## src/rtl/bcau_sched_pkg.sv

```systemverilog
// Shared types and constants for the BCAU scheduler.
package bcau_pkg;

  typedef enum logic [1:0] {
    ARB   = 2'b00,
    BUSY  = 2'b01,
    DRAIN = 2'b10
  } sched_state_t;

  localparam int BCAU_PIX_BEATS = 81;
  // Cycles from the issue cycle to the first result valid.
  localparam int BCAU_NOM_LAT   = 162;

endpackage

```

## src/rtl/bcau_sched_if.sv

```systemverilog
// Scheduler-side bundle: IRU request/grant, BCAU handshake, HEU result fan-out, status.
interface bcau_sched_if #(
  parameter int NUM_REQ = 4,
  parameter int ID_W    = $clog2(NUM_REQ),
  parameter int CNT_W   = 16
);
  logic [NUM_REQ-1:0] req_valid;
  logic [NUM_REQ-1:0] req_ready;
  logic               bcau_go;
  logic               bcau_ready;
  logic               bcau_valid;
  logic               bcau_ack;
  logic [ID_W-1:0]    in_sel;
  logic [ID_W-1:0]    owner_id;
  logic [NUM_REQ-1:0] heu_valid;
  logic [NUM_REQ-1:0] heu_ready;
  logic               busy;
  logic [CNT_W-1:0]   job_count;
  logic               proto_err;
  logic               timeout_err;

  // master: the scheduler itself
  modport master (
    input  req_valid, bcau_ready, bcau_valid, heu_ready,
    output req_ready, bcau_go, bcau_ack, in_sel, owner_id, heu_valid,
           busy, job_count, proto_err, timeout_err
  );

  // slave: the surrounding IRU/BCAU/HEU environment
  modport slave (
    output req_valid, bcau_ready, bcau_valid, heu_ready,
    input  req_ready, bcau_go, bcau_ack, in_sel, owner_id, heu_valid,
           busy, job_count, proto_err, timeout_err
  );
endinterface

```

## src/rtl/bcau_sched_rr_arbiter.sv

```systemverilog
// Combinational round-robin pick: first asserted request scanning up from i_ptr, with wrap.
module rr_arbiter
  import bcau_pkg::*;
#(
  parameter int NUM_REQ = 4,
  parameter int ID_W    = $clog2(NUM_REQ)
) (
  input  logic [NUM_REQ-1:0] i_req,
  input  logic [ID_W-1:0]    i_ptr,
  output logic [NUM_REQ-1:0] o_gnt,
  output logic [ID_W-1:0]    o_idx,
  output logic               o_any
);

  // Scan from the farthest offset back to i_ptr so the nearest hit wins.
  always_comb begin
    logic [ID_W-1:0] k;
    k     = '0;
    o_any = 1'b0;
    o_idx = '0;
    o_gnt = '0;
    for (int i = NUM_REQ - 1; i >= 0; i--) begin
      k = ID_W'((int'(i_ptr) + i) % NUM_REQ);
      if (i_req[k]) begin
        o_any = 1'b1;
        o_idx = k;
      end
    end
    o_gnt[o_idx] = o_any;
  end

endmodule

```

## src/rtl/bcau_sched.sv

```systemverilog
// Shares one BCAU among NUM_REQ IRU lanes: round-robin issue, result routing to the
// owning HEU lane, and sticky protocol/hang monitoring.
module bcau_sched
  import bcau_pkg::*;
#(
  parameter int NUM_REQ = 4,
  parameter int ID_W    = $clog2(NUM_REQ),
  parameter int TIMEOUT = 200,
  parameter int CNT_W   = 16
) (
  input logic          clk,
  input logic          rst,
  bcau_sched_if.master bus
);

  localparam int WD_W = $clog2(TIMEOUT + 1);

  sched_state_t       r_state, w_next;
  logic [ID_W-1:0]    r_rr_ptr, r_owner, w_win;
  logic [NUM_REQ-1:0] w_gnt;
  logic               w_any;
  logic [WD_W-1:0]    r_wd;
  logic [CNT_W-1:0]   r_jobs;
  logic               r_proto, r_tmo;
  logic               w_own_rdy, w_done;
  logic [NUM_REQ-1:0] w_req_ready, w_heu_valid;
  logic               w_go, w_ack;
  logic [ID_W-1:0]    w_in_sel;

  rr_arbiter #(.NUM_REQ(NUM_REQ), .ID_W(ID_W)) u_arb (
    .i_req (bus.req_valid),
    .i_ptr (r_rr_ptr),
    .o_gnt (w_gnt),
    .o_idx (w_win),
    .o_any (w_any)
  );

  assign w_own_rdy = bus.heu_ready[r_owner];
  assign w_done    = bus.bcau_valid && w_own_rdy;

  // State register.
  always_ff @(posedge clk) begin
    if (rst) r_state <= ARB;
    else     r_state <= w_next;
  end

  // Next state: a valid drop in DRAIN returns to ARB just like a completion.
  always_comb begin
    w_next = r_state;
    case (r_state)
      ARB:     if (w_any) w_next = BUSY;
      BUSY:    if (bus.bcau_valid) w_next = DRAIN;
      DRAIN:   if (w_done || !bus.bcau_valid) w_next = ARB;
      default: w_next = ARB;
    endcase
  end

  // Handshake outputs; bcau_go never looks at bcau_ready so no loop forms through BCAU.
  always_comb begin
    w_req_ready = '0;
    w_heu_valid = '0;
    w_go        = 1'b0;
    w_ack       = 1'b0;
    w_in_sel    = '0;
    if (!rst) begin
      case (r_state)
        ARB: begin
          w_go        = w_any;
          w_req_ready = w_gnt;
          w_in_sel    = w_win;
        end
        DRAIN: begin
          w_heu_valid[r_owner] = bus.bcau_valid;
          w_ack                = w_own_rdy;
        end
        default: ;
      endcase
    end
  end

  // Job bookkeeping, watchdog and sticky error flags.
  always_ff @(posedge clk) begin
    if (rst) begin
      r_rr_ptr <= '0;
      r_owner  <= '0;
      r_wd     <= '0;
      r_jobs   <= '0;
      r_proto  <= 1'b0;
      r_tmo    <= 1'b0;
    end else begin
      case (r_state)
        ARB: begin
          if (w_any) begin
            r_owner  <= w_win;
            r_rr_ptr <= (w_win == ID_W'(NUM_REQ - 1)) ? '0 : w_win + 1'b1;
            r_wd     <= '0;
          end else if (!bus.bcau_ready) begin
            r_proto <= 1'b1;
          end
        end
        BUSY: begin
          if (r_wd != WD_W'(TIMEOUT)) r_wd <= r_wd + 1'b1;
          // Raised on the same edge that saturates wd_cnt, i.e. TIMEOUT
          // busy cycles passed with no result.
          if (!bus.bcau_valid && r_wd == WD_W'(TIMEOUT - 1)) r_tmo <= 1'b1;
        end
        DRAIN: begin
          if (w_done)                r_jobs  <= r_jobs + 1'b1;
          else if (!bus.bcau_valid)  r_proto <= 1'b1;
        end
        default: ;
      endcase
    end
  end

  assign bus.req_ready   = w_req_ready;
  assign bus.bcau_go     = w_go;
  assign bus.bcau_ack    = w_ack;
  assign bus.in_sel      = w_in_sel;
  assign bus.owner_id    = r_owner;
  assign bus.heu_valid   = w_heu_valid;
  assign bus.busy        = (r_state != ARB);
  assign bus.job_count   = r_jobs;
  assign bus.proto_err   = r_proto;
  assign bus.timeout_err = r_tmo;

endmodule

```

## src/flat_wrapper.sv

```systemverilog
// flat-port wrapper written by rule: the top's interface ports become plain ports
module bcau_sched_flat import bcau_pkg::*;
#(
  parameter int NUM_REQ = 4,
  parameter int ID_W    = $clog2(NUM_REQ),
  parameter int TIMEOUT = 200,
  parameter int CNT_W   = 16
)
  (clk, rst, bus_req_valid, bus_bcau_ready, bus_bcau_valid, bus_heu_ready, bus_req_ready, bus_bcau_go, bus_bcau_ack, bus_in_sel, bus_owner_id, bus_heu_valid, bus_busy, bus_job_count, bus_proto_err, bus_timeout_err);
  bcau_sched_if #(.NUM_REQ(NUM_REQ), .ID_W(ID_W), .CNT_W(CNT_W)) bus_i ();
  input logic clk;
  input logic rst;
  input wire logic [$bits(bus_i.req_valid)-1:0] bus_req_valid;
  input wire logic [$bits(bus_i.bcau_ready)-1:0] bus_bcau_ready;
  input wire logic [$bits(bus_i.bcau_valid)-1:0] bus_bcau_valid;
  input wire logic [$bits(bus_i.heu_ready)-1:0] bus_heu_ready;
  output wire logic [$bits(bus_i.req_ready)-1:0] bus_req_ready;
  output wire logic [$bits(bus_i.bcau_go)-1:0] bus_bcau_go;
  output wire logic [$bits(bus_i.bcau_ack)-1:0] bus_bcau_ack;
  output wire logic [$bits(bus_i.in_sel)-1:0] bus_in_sel;
  output wire logic [$bits(bus_i.owner_id)-1:0] bus_owner_id;
  output wire logic [$bits(bus_i.heu_valid)-1:0] bus_heu_valid;
  output wire logic [$bits(bus_i.busy)-1:0] bus_busy;
  output wire logic [$bits(bus_i.job_count)-1:0] bus_job_count;
  output wire logic [$bits(bus_i.proto_err)-1:0] bus_proto_err;
  output wire logic [$bits(bus_i.timeout_err)-1:0] bus_timeout_err;
  assign bus_i.req_valid = bus_req_valid;
  assign bus_i.bcau_ready = bus_bcau_ready;
  assign bus_i.bcau_valid = bus_bcau_valid;
  assign bus_i.heu_ready = bus_heu_ready;
  assign bus_req_ready = bus_i.req_ready;
  assign bus_bcau_go = bus_i.bcau_go;
  assign bus_bcau_ack = bus_i.bcau_ack;
  assign bus_in_sel = bus_i.in_sel;
  assign bus_owner_id = bus_i.owner_id;
  assign bus_heu_valid = bus_i.heu_valid;
  assign bus_busy = bus_i.busy;
  assign bus_job_count = bus_i.job_count;
  assign bus_proto_err = bus_i.proto_err;
  assign bus_timeout_err = bus_i.timeout_err;
  bcau_sched #(.NUM_REQ(NUM_REQ), .ID_W(ID_W), .TIMEOUT(TIMEOUT), .CNT_W(CNT_W)) u_core (.clk(clk), .rst(rst), .bus(bus_i));
endmodule
```

## config.mk

```make
export PLATFORM = sky130hd
export DESIGN_NAME = bcau_sched_flat
export DESIGN_NICKNAME = d
export VERILOG_FILES = /design/src/rtl/bcau_sched_pkg.sv /design/src/rtl/bcau_sched_if.sv /design/src/rtl/bcau_sched_rr_arbiter.sv /design/src/rtl/bcau_sched.sv /design/src/flat_wrapper.sv
export SDC_FILE = /design/constraint.sdc
export NUM_CORES = 1
export LEC_CHECK = 0
export BUFFER_PORTS_ARGS = -buffer_cell sky130_fd_sc_hd__buf_2
export CAP_MARGIN = 25
export CORE_MARGIN = 4
export CORE_UTILIZATION = 40
export CTS_CLUSTER_SIZE = 24
export DETAILED_ROUTE_END_ITERATION = 16
export GPL_ROUTABILITY_DRIVEN = 0
export GPL_TIMING_DRIVEN = 0
export PLACE_DENSITY = 0.73
export SYNTH_ARGS = -nofsm -noshare
export SYNTH_HDL_FRONTEND = slang
export SYNTH_SLANG_ARGS = --single-unit
```

## constraint.sdc

```tcl
create_clock -name clk -period 3.4 [get_ports clk]
set_input_delay 0.17 -clock clk [delete_from_list [all_inputs] [get_ports clk]]
set_output_delay 0.17 -clock clk [all_outputs]
set_load 0.1 [all_outputs]
```

### Word level (Yosys, flattened, before mapping)

Index checks and enable logic that the tools add are counted.

* add/subtract/negate cells: 6
* $lt $le $gt $ge: 8
* eq/ne operators: 13
* muxes and demuxes: 45
* bitwise operators: 2
* reductions and logical operators: 16

Operators with widths (count)
* 2-bit two-way mux: 10
* 1-bit two-way mux: 19
* 2-bit by 3-bit less-than comparator with 1-bit output, second input constant: 6
* 16-bit by 1-bit adder with 16-bit output, second input constant: 1
* 4-bit two-way mux: 4
* 8-bit two-way mux: 2
* 8-bit one-hot mux with 2 select lines: 1
* 1-bit binary-select mux with 2-bit select: 5
* 2-bit != test, second input constant: 5
* 8-bit by 1-bit adder with 8-bit output, second input constant: 1
* 4-bit AND: 2
* 8-bit equality test, second input constant: 1
* 8-bit != test, second input constant: 1
* 2-bit by 1-bit != test with 1-bit output, second input constant: 3
* 2-bit one-hot mux with 3 select lines: 1
* 2-bit AND reduction: 3
* 3-bit AND reduction: 2
* 2-bit nonzero test: 3
* 5-bit AND reduction: 1
* 2-bit by 1-bit adder with 2-bit output, second input constant: 2
* 2-bit adder, second input constant: 2
* 1-bit demux with 2-bit select: 2
* 2-bit equality test, second input constant: 2
* 2-bit by 1-bit greater-or-equal comparator with 1-bit output, second input constant: 2
* other kinds (6): 9

* bits in registers: 32
* input bits: 12
* output and inout bits: 33
* logic and storage cells: 97

### Depth between registers and ports, before layout

* word-level depth: 14
* mapped depth: 7
* mapped depth without buffers: 6

### Hierarchy

Synthesis repeated with hierarchy kept, for this count alone.

* cell total of the unflattened synthesis: 219
* area, all modules: 1818.0 µm²

Modules (own cells, without submodules)
* bcau_sched: times used 1, cells each 191, area an instance 1641.6 µm², seq. area each 640.6 µm²
* rr_arbiter: times used 1, cells each 28, area an instance 176.4 µm², seq. area each 0.0 µm²

### Worst setup path before layout

No wires, ideal clock.

* kind: reg2out
* start point: register u_core.r_state[0]
* end point: output bus_req_ready[2]
* arrival time: 4.133 ns
* required time: 3.230 ns
* slack: -0.903 ns
* cell stages (with the launch flop): 5
* path buffers: 1
* path through: dfxtp_1 -> clkbuf_1 -> nor2_1 -> inv_1 -> nor4_1

* word-level cells in the longest chain between the ends: 3

RTL lines
* start, declared: RTL line bcau_sched.sv:18 `sched_state_t r_state, w_next;`
* start signal, assigned: RTL line bcau_sched.sv:44 `else r_state <= w_next;`
* 2-bit zero test: RTL line bcau_sched.sv:66 `case (r_state)`
* 4-bit two-way mux: RTL line bcau_sched.sv:66
* 4-bit two-way mux: RTL line bcau_sched.sv:65 `if (!rst) begin`
* end, declared: RTL line flat_wrapper.sv:17 `output wire logic [$bits(bus_i.req_ready)-1:0] bus_req_ready;`

Every way passes these cells.

### Worst setup path in the final report

* start point: register u_core.r_rr_ptr[1]
* end point: output bus_req_ready[3]

* word-level cells in the longest chain between the ends: 14
* elaborated cells between the ends (all ways): 27
* those cells by class: add/sub (3); order compare (2); mux (20); bitwise (1); reduce/logical (1)

RTL lines
* start, declared: RTL line bcau_sched.sv:19 `logic [ID_W-1:0] r_rr_ptr, r_owner, w_win;`
* start signal, assigned: RTL line bcau_sched.sv:95 `r_rr_ptr <= (w_win == ID_W'(NUM_REQ - 1)) ? '0 : w_win + 1'b1;`
* 2-bit adder: RTL line bcau_sched_rr_arbiter.sv:23 `k = ID_W'((int'(i_ptr) + i) % NUM_REQ);`
* 1-bit binary-select mux with 2-bit select: RTL line bcau_sched_rr_arbiter.sv:24 `if (i_req[k]) begin`
* 1-bit two-way mux (not written as such): RTL line bcau_sched_rr_arbiter.sv:24
* 2-bit two-way mux (4 in a row): RTL line bcau_sched_rr_arbiter.sv:24
* 2-bit by 3-bit less-than comparator with 1-bit output (not written as such) or 2-bit by 1-bit greater-or-equal comparator with 1-bit output (tied branches): RTL line bcau_sched_rr_arbiter.sv:29 `o_gnt[o_idx] = o_any;`
* 1-bit logical AND (not written as such): RTL line bcau_sched_rr_arbiter.sv:29
* 1-bit two-way mux (not written as such): RTL line bcau_sched_rr_arbiter.sv:29
* 1-bit demux with 2-bit select: RTL line bcau_sched_rr_arbiter.sv:29
* 4-bit AND (no line) *
* 4-bit two-way mux *: RTL line bcau_sched.sv:66
* 4-bit two-way mux *: RTL line bcau_sched.sv:65

Mark *: on every way between the ends. The rest lies on a longest branch, timed or not. The select of a mux whose other input is x is not followed.

==> impl_results.md <==
* Outcome: finished, final reports clean
* Clock transition at path regs at 70 ps
* Port Buffers at 44
* DR vias at 1,666
* Total global routing overflow at 0
* Yosys top cell area share at 0.374
* Total CTS buffers at 5
* DP Worst Slack at 1090 ps
* Num Clock Sinks at 32
* Fin crit share at 0.772
* Most used flip-flop cell after synthesis: dfxtp_1
* Post_cts resized at 0
* Max-slew headroom at 0.521
* Non-Filler Instances at 306
* Drt first pass iters at 4
* Worst slew pin tran at 714 ps
* CTS tree: built
* Initial antenna violation count at 0
* Critical path class: reg2out
* Crit Path Max Fanout at 7
* Crit end category: output port
* Setup Skew at 9.07 ps
* Worst Path Required at 3230 ps
* Rows at 23
* Synth unique cells at 41
* Worst-path cell chain: mux2i_1, nor2_1, nor3_1, ha_1, and3_1, buf_2
* Critical path's largest stage delay at 600 ps
* Worst-Skew Late Latency at 290 ps
* Hold-fix buffers at CTS at 0
* Area contributors post-synth: dfxtp_1, a21oi_1, xor2_1
* DRT iter0 DRCs at 78
* DP Area at 2010 µm²
* First-pass GRT wire length at 6.85 mm
* Layout Nets at 271
* CP max-delay cell: nor3_1
* Fin Hold WS at 144 ps
* Initial core utilization at 0.419
* Max clock buf depth at 2
* Gr usage total at 0.162
* Worst setup margin at 776 ps
* Design area at 2120 µm²
* Layout cells sized above 1 at 0.258
* Worst vdd ir at 0.290 mV
* Clock root cell: clkbuf_8
* PnR Total Power at 0.964 mW
* CP startpoint kind: flop
* Fill cells at 420
* Post-CTS setup buffer count at 0
* Core area at 4090 µm²
* Wire per inst at 13.3 µm
* Number of global-route vias before repair at 1,559
* Routed WL at 4.08 mm
* Post-Route Setup TNS at 0 ps
* Final-report hold violation count at 0
* Synth warnings at 0
* Register area share after synthesis at 0.374
* H-tree Lvls at 2
* Mapped Nets at 220
* Crit path DAT at 2450 ps
* Hold Path Class: in2reg
* Setup violators final at 0
* Avg Cell Area, Syn at 8.40 µm²
* Layout area overhead at 23.7%
* DP Cell Count at 298
* Async SR Flop Fraction at 0
* Io pins at 45
* # DRC at 0
* Power per cell area at 455 nW/µm²
* Mapped cell area at 1710 µm²
* Register bit total from synthesis at 32
* Detailed Place HPWL at 3.08 mm
* Static Leak at 0.940 nW
* Die span in x at 73.5 µm
* Post-synth EDFFs at 0
* RSZ-0062 raised after global routing: no
* Ant diodes at 0
* Post-route ant nets at 0
* Fin util at 0.519
* Drt via density at 5.44
* Fmax at 381 MHz
* Max Slew Vio Count at 0
* Max cap viols at 0
* Die Ht at 73.5 µm
* Die area at 5400 µm²
* Clock period minus worst slack at 2620 ps
* Syn Inst Count at 204
* Post-synth top area cell: dfxtp_1
* Largest net degree at the start of global routing at 11
cell families after synthesis:
group           after synthesis  synth area share
mux                           5            0.0365
fa+ha+maj                     4            0.0292
compound gates               46             0.170
buf+inv                      19            0.0489
xor+xnor                      7            0.0358
flops                        32             0.374
simple gates                 91             0.306
path summary, 6_finish.rpt:
| check | start | end | slack [ps] | cells after the start |
|---|---|---|---|---|
| max | u_core.r_rr_ptr[1] | bus_req_ready[3] | 780 | 6 |
| min | bus_bcau_valid | u_core.r_state[0] | 140 | 2 |
| min reg2reg | u_core.bus.proto_err | u_core.bus.proto_err | 470 | 2 |
| max reg2reg | u_core.r_rr_ptr[1] | u_core.r_rr_ptr[1] | 1420 | 5 |
report_power, final:
part / switching, mW / total (mW) / internal, mW
clock: 0.144 / 0.362 / 0.217
combinational: 0.155 / 0.204 / 0.0484
sequential: 0.0128 / 0.399 / 0.386
total: 0.312 / 0.964 / 0.652
cells in the final DEF, fill, tap and decap left out, types with 4 or more instances in the layout:
cell      count
xor2_1        7
nand3_1      11
nor2_1       14
o21ai_0       9
mux2i_1       4
nand4_1       7
a21oi_1      16
or4_1         4
clkbuf_1      8
inv_1         9
nor3_1        6
or3_1         6
ha_1          4
nand2_1      14
dfxtp_1      32
and3_1        8
clkbuf_8      5
buf_2        44
Yosys cell counts, types with 7 or more instances:
master,count
dfxtp_1,32
inv_1,9
xor2_1,7
o21ai_0,9
clkbuf_1,7
nand2_1,14
nand4_1,7
a21oi_1,16
nor2_1,14
nand3_1,11
and3_1,8
nor3_1,7
worst max-delay path: cells and delay by family (launching register included):
family / cells / cell delay (ps)
fa+ha+maj: 1 / 290
buf+inv: 1 / 420
flops: 1 / 430
mux: 1 / 220
simple gates: 3 / 800
flip-flops by register name, indices dropped and copies added, names as in the netlist:
| name | count |
|---|---|
| u_core.bus.job_count | 16 |
| u_core.r_wd | 8 |
| u_core.bus.owner_id | 2 |
| u_core.r_rr_ptr | 2 |
| u_core.r_state | 2 |
| u_core.bus.proto_err | 1 |
| u_core.bus.timeout_err | 1 |
area by class of cell:
| cell class | instances | area (µm²) | area share |
|---|---|---|---|
| Tap cell | 50 | 62.6 | 0.0295 |
| Clock buffer | 6 | 72.6 | 0.0342 |
| Buffer | 10 | 50.0 | 0.0236 |
| Multi-Input combinational cell | 153 | 1010 | 0.474 |
| Clock inverter | 2 | 35.0 | 0.0165 |
| Inverter | 9 | 33.8 | 0.0159 |
| Timing Repair Buffer | 44 | 220 | 0.104 |
| Sequential cell | 32 | 641 | 0.302 |
routing by layer:
| metal | wire [µm] | vias to the layer above | global-route usage |
|---|---|---|---|
| met5 | 0 | - | 0 |
| met3 | 231 | 9 | 0.0369 |
| met4 | 96 | 0 | 0.0785 |
| li1 | - | 850 | - |
| met2 | 1910 | 36 | 0.263 |
| met1 | 1840 | 771 | 0.203 |
No activity file was read; power rests on OpenSTA's default activity.
